[src/rtl/pipe_ctrl_pkg.sv]
// Shared types and constants for the FD hazard / sequencing controller.
package pipe_ctrl_pkg;

    typedef enum logic [2:0] {
        RUN        = 3'd0,
        DRAIN      = 3'd1,
        PUSH_PC    = 3'd2,
        PUSH_FLAGS = 3'd3,
        VECTOR     = 3'd4,
        RTI_FLAGS  = 3'd5,
        RTI_PC     = 3'd6
    } pipe_state_t;

    localparam logic [1:0] PCSEL_INC    = 2'b00;
    localparam logic [1:0] PCSEL_BRANCH = 2'b01;
    localparam logic [1:0] PCSEL_VECTOR = 2'b10;
    localparam logic [1:0] PCSEL_POP    = 2'b11;

    // Wide enough for DRAIN_CYCLES-1 with DRAIN_CYCLES up to 7.
    localparam int DRAIN_CNT_W = 3;

endpackage

[src/rtl/fd_drain_counter.sv]
// Loadable down-counter for the interrupt drain window; pauses while dec=0.
// zero is asserted when the count is zero at the end of this cycle.
module fd_drain_counter
    import pipe_ctrl_pkg::*;
#(
    parameter int W = DRAIN_CNT_W
) (
    input  logic         clk,
    input  logic         reset,
    input  logic         load,
    input  logic [W-1:0] load_val,
    input  logic         dec,
    output logic         zero
);

    logic [W-1:0] count;

    always_ff @(posedge clk or posedge reset) begin
        if (reset) begin
            count <= '0;
        end else if (load) begin
            count <= load_val;
        end else if (dec && count != '0) begin
            count <= count - W'(1);
        end
    end

    assign zero = (count == '0) || (dec && count == W'(1));

endmodule

[src/rtl/fd_hazard_controller.sv]
// FD/PC sequencer: Mealy outputs, same-cycle response; mem_busy freezes the pipe and holds drain/push steps.
// Optional FD_PERF_CNT_EN adds saturating stall_count / flush_count outputs.
module fd_hazard_controller
    import pipe_ctrl_pkg::*;
#(
    parameter int          DRAIN_CYCLES = 3,
    parameter logic [15:0] VECTOR_ADDR  = 16'h0000
) (
    input  logic        clk,
    input  logic        reset,
    input  logic        load_use,
    input  logic        branch_taken,
    input  logic        mem_busy,
    input  logic        int_req,
    input  logic        rti_dec,
    output logic        pc_en,
    output logic [1:0]  pc_sel,
    output logic [15:0] pc_vector,
    output logic        fd_en,
    output logic        fd_hold,
    output logic        de_bubble,
    output logic        pipe_freeze,
    output logic        push_pc,
    output logic        push_flags,
    output logic        pop_flags,
    output logic        int_ack
`ifdef FD_PERF_CNT_EN
    ,
    output logic [15:0] stall_count,
    output logic [15:0] flush_count
`endif
);

    localparam logic [DRAIN_CNT_W-1:0] DRAIN_LOAD = DRAIN_CNT_W'(DRAIN_CYCLES - 1);

    pipe_state_t state, state_nxt;
    logic        int_pending;
    logic        cnt_load, cnt_dec, cnt_zero;

    assign pc_vector = VECTOR_ADDR;

    fd_drain_counter #(.W(DRAIN_CNT_W)) u_drain_cnt (
        .clk      (clk),
        .reset    (reset),
        .load     (cnt_load),
        .load_val (DRAIN_LOAD),
        .dec      (cnt_dec),
        .zero     (cnt_zero)
    );

    always_comb begin
        state_nxt   = state;
        pc_en       = 1'b0;
        pc_sel      = PCSEL_INC;
        fd_en       = 1'b0;
        fd_hold     = 1'b0;
        de_bubble   = 1'b0;
        pipe_freeze = 1'b0;
        push_pc     = 1'b0;
        push_flags  = 1'b0;
        pop_flags   = 1'b0;
        int_ack     = 1'b0;
        cnt_load    = 1'b0;
        cnt_dec     = 1'b0;
        if (!reset) begin
            pipe_freeze = mem_busy;
            unique case (state)
                RUN: begin
                    if (mem_busy) begin
                        fd_en   = 1'b1;
                        fd_hold = 1'b1;
                    end else if (branch_taken) begin
                        pc_sel    = PCSEL_BRANCH;
                        pc_en     = 1'b1;
                        de_bubble = 1'b1;
                    end else if (int_pending || int_req) begin
                        // A request seen this very cycle is accepted immediately.
                        int_ack   = 1'b1;
                        cnt_load  = 1'b1;
                        state_nxt = DRAIN;
                    end else if (rti_dec) begin
                        state_nxt = RTI_FLAGS;
                    end else if (load_use) begin
                        fd_en     = 1'b1;
                        fd_hold   = 1'b1;
                        de_bubble = 1'b1;
                    end else begin
                        pc_en = 1'b1;
                        fd_en = 1'b1;
                    end
                end
                DRAIN: begin
                    cnt_dec = !mem_busy;
                    if (!mem_busy && cnt_zero) state_nxt = PUSH_PC;
                end
                PUSH_PC: begin
                    push_pc = 1'b1;
                    if (!mem_busy) state_nxt = PUSH_FLAGS;
                end
                PUSH_FLAGS: begin
                    push_flags = 1'b1;
                    if (!mem_busy) state_nxt = VECTOR;
                end
                VECTOR: begin
                    pc_sel    = PCSEL_VECTOR;
                    pc_en     = 1'b1;
                    state_nxt = RUN;
                end
                RTI_FLAGS: begin
                    pop_flags = 1'b1;
                    state_nxt = RTI_PC;
                end
                RTI_PC: begin
                    pc_sel    = PCSEL_POP;
                    pc_en     = 1'b1;
                    state_nxt = RUN;
                end
                default: state_nxt = RUN;
            endcase
        end
    end

    always_ff @(posedge clk or posedge reset) begin
        if (reset) begin
            state       <= RUN;
            int_pending <= 1'b0;
        end else begin
            state       <= state_nxt;
            int_pending <= int_ack ? 1'b0 : (int_pending | int_req);
        end
    end

`ifdef FD_PERF_CNT_EN
    // Only a branch flush drives bubble and PC update together; only load-use pairs bubble with hold.
    logic stall_inc, flush_inc;
    assign stall_inc = (fd_hold & de_bubble) | pipe_freeze;
    assign flush_inc = de_bubble & pc_en;

    always_ff @(posedge clk or posedge reset) begin
        if (reset) begin
            stall_count <= '0;
            flush_count <= '0;
        end else begin
            if (stall_inc && stall_count != 16'hFFFF) stall_count <= stall_count + 16'd1;
            if (flush_inc && flush_count != 16'hFFFF) flush_count <= flush_count + 16'd1;
        end
    end
`endif

endmodule

[config.mk]
export PLATFORM = sky130hd
export DESIGN_NAME = fd_hazard_controller
export DESIGN_NICKNAME = d
export VERILOG_FILES = /design/src/rtl/pipe_ctrl_pkg.sv /design/src/rtl/fd_drain_counter.sv /design/src/rtl/fd_hazard_controller.sv
export SDC_FILE = /design/constraint.sdc
export NUM_CORES = 1
export LEC_CHECK = 0
export ABC_AREA = 1
export BUFFER_PORTS_ARGS = -buffer_cell sky130_fd_sc_hd__buf_2
export CORE_AREA = 2 2 54 56
export CTS_BUF_LIST = sky130_fd_sc_hd__clkbuf_8
export DETAILED_ROUTE_END_ITERATION = 8
export DIE_AREA = 0 0 56 58
export SYNTH_ARGS = -nofsm -noshare
export SYNTH_HDL_FRONTEND = slang
export SYNTH_HIERARCHICAL = 1
export SYNTH_SLANG_ARGS = --single-unit
[constraint.sdc]
create_clock -name clk -period 1.6 [get_ports clk]
set_input_delay 0.24 -clock clk [delete_from_list [all_inputs] [get_ports clk]]
set_output_delay 0.24 -clock clk [all_outputs]
set_load 0.02 [all_outputs]
==> flow_metrics.tcl <==
set metrics [dict create \
    max_clock_freq_mhz 604.1 \
    antenna_found_initial 0 \
    cts_tree "built" \
    fin_nets 168 \
    endpoint_kind "output port" \
    synth-edff-count 0 \
    skew_ns 0.004157 \
    async_flop_share_pct 100.0 \
    grt_usage_pct 12.12 \
    grt_pass1_vias 770 \
    mostFrequentLayoutCell "nand2_1" \
    cts_buffers 3 \
    io_buffers 17 \
    grt_max_degree 10 \
    n_antenna_cell 0 \
    drt_iter0_markers 8 \
    ir_worst_vdd_mv 0.7248 \
    slew_violations 0 \
    pre_cts_slack_ns 0.05103 \
    status "finished, violations left" \
    rsz0062_at_grt "yes" \
    intPower_uw 963.6 \
    yosysSeqAreaShare_pct 21.77 \
    required_ns 1.36 \
    mostFrequentLayoutCells "25 x nand2_1, 19 x conb_1, 19 x buf_4" \
    p_seq_share_pct 18.3 \
    swShare_pct 45.57 \
    syn2layout_area_growth_pct 49.61 \
    drcViolationCount 0 \
    min_period_ns 1.655 \
    clock_latency_ns 0.23 \
    row_count 19 \
    period_share_pct 103.5 \
    leakage_nw 0.6149 \
    ys_types 29 \
    arrival_ns 1.42 \
    routedWlPerCell_um 10.71 \
    cts_root_buffer "clkbuf_8" \
    violations "negative setup slack" \
    worstSetupStartpoint "state[0]" \
    path_max_fanout 3 \
    power_frac_comb_pct 67.7 \
    hold_violations 0 \
    final_util_pct 45.21 \
    setup-violations-final 5 \
    max-clock-path-buffers 2 \
    synth_cells 117 \
    htreeDepth 1 \
    dieWidth_um 56 \
    die_area_um2 3248 \
    fp.coreArea_um2 2663 \
    overflow 0 \
    syn_area_um2 804.5 \
    wl_mm 2.013 \
    via_count 839 \
    layout-drive-gt1-share_pct 47.77 \
    clk_pin_slew_ns 0.04 \
    dr.pass1.iters 4 \
    yosys_warnings 6 \
    maxCapViolCount 0 \
    finalWorstSetupSlack_ns -0.05523 \
    power_switching_uw 806.8 \
    dpl.hpwl_mm 1.517 \
    power.share.clock_pct 14.0 \
    cts_num_sinks 7 \
    regToRegStartpoint "state[0]" \
    ant_nets 0 \
    vias_per_cell 4.463 \
    powerDensity_nw_per_um2 1471 \
    worst_setup_path_start_kind "register" \
    routabilityCongestion 0.8225 \
    initial_utilization_pct 30.22 \
    synth.avg_cell_area_um2 6.876 \
    io_pins 34 \
    critPathKind "reg2out" \
    die_y_um 58 \
    grt_pass1_wl_mm 3.125 \
    hold_class "in2async" \
    ys_ff_latch 7 \
    synth_ff_type "dfrtp_1" \
]
cell families after synthesis:
family          synth area share, %
other cells                  0.9335
flops                         21.77
fa+ha+maj                     4.666
compound gates                4.043
simple gates                  44.95
buf+inv                       23.64
power groups by stage:
stage               sequential (mW)  clock [mW]  combinational, mW
global placement              0.314           0              0.857
CTS                           0.316       0.256              0.907
floorplan                     0.312           0              0.641
detailed placement            0.317           0              0.870
finish                        0.324       0.247               1.20
global route                  0.333       0.272               1.31
final timing paths:
path | cells after the start | slack [ns] | to
worst max-delay path | 7 | -0.06 | fd_en
worst min-delay path | 3 | 0.04 | state[2]
worst max register to register | 10 | 0.02 | u_drain_cnt/count[0]
worst min register to register | 2 | 0.51 | u_drain_cnt/count[1]
max in group asynchronous | 3 | 0.99 | u_drain_cnt/count[2]
min in group clk | 4 | 0.45 | int_pending
metrics by stage:
step | hold slack (ns) | cell area (um2) | power, mW | std cells | setup TNS, ns
after floorplan | -0.006356 | 868.3 | 0.9535 | 134 | 0
after global placement | 0.1569 | 932.1 | 1.172 | 174 | 0
after detailed placement | 0.1615 | 932.1 | 1.188 | 174 | 0
after CTS | 0.03376 | 1015 | 1.479 | 181 | -0.1559
after global routing | 0.04380 | 1204 | 1.917 | 188 | -1.130
final | 0.03760 | 1204 | 1.770 | 188 | -0.1761
critical path: stages, from the launching register on:
cell and delay, ns:
dfrtp_2 0.43, nor2_4 0.14, nand2_4 0.08, inv_6 0.07, buf_12 0.10, nand2_8 0.05
nor3_4 0.18, buf_6 0.14
sequential cells by signal (all words and copies together), names as in the netlist:
name and flops:
u_drain_cnt/count 3, state 3, int_pending 1
synthesized netlist by cell type (2+ instances only):
| cell | n | area (um2) |
|---|---|---|
| nand2_2 | 2 | 12.51 |
| inv_1 | 7 | 26.28 |
| nor3_1 | 2 | 10.01 |
| buf_4 | 16 | 120.1 |
| nand3_1 | 8 | 40.04 |
| ha_1 | 3 | 37.54 |
| nor2_4 | 3 | 33.78 |
| dfrtp_1 | 7 | 175.2 |
| nand2_1 | 31 | 116.4 |
| o21ai_0 | 3 | 15.01 |
| nand4_1 | 4 | 25.02 |
| inv_2 | 5 | 18.77 |
| nor2_1 | 9 | 33.78 |
| conb_1 | 2 | 7.510 |
timing repair:
action                                  in CTS  in global routing
gates resized for setup                      3                 37
hold buffers                                 1                  0
endpoints found under the hold margin        3                  0
pin swaps                                    2                 11
setup buffers                                2                  7
endpoints found under the setup margin       3                 12
routing by layer:
metal	share of wire (%)	wire length (um)	track usage, %
met5	0	0	0
met4	1.0	21	4.422
met3	4.6	92	4.018
met2	58	1169	23.03
met1	36	730	12.36
cell type report:
cell class / count / area [um2]
clock buffer: 3 / 41.29
clock inverter: 1 / 5.005
fill: 281 / 1459
inverter: 14 / 60.06
multi-input combinational: 95 / 585.6
sequential: 7 / 176.4
tap: 31 / 38.79
timing repair buffer: 37 / 296.5
No activity file was read; power rests on OpenSTA's default activity.
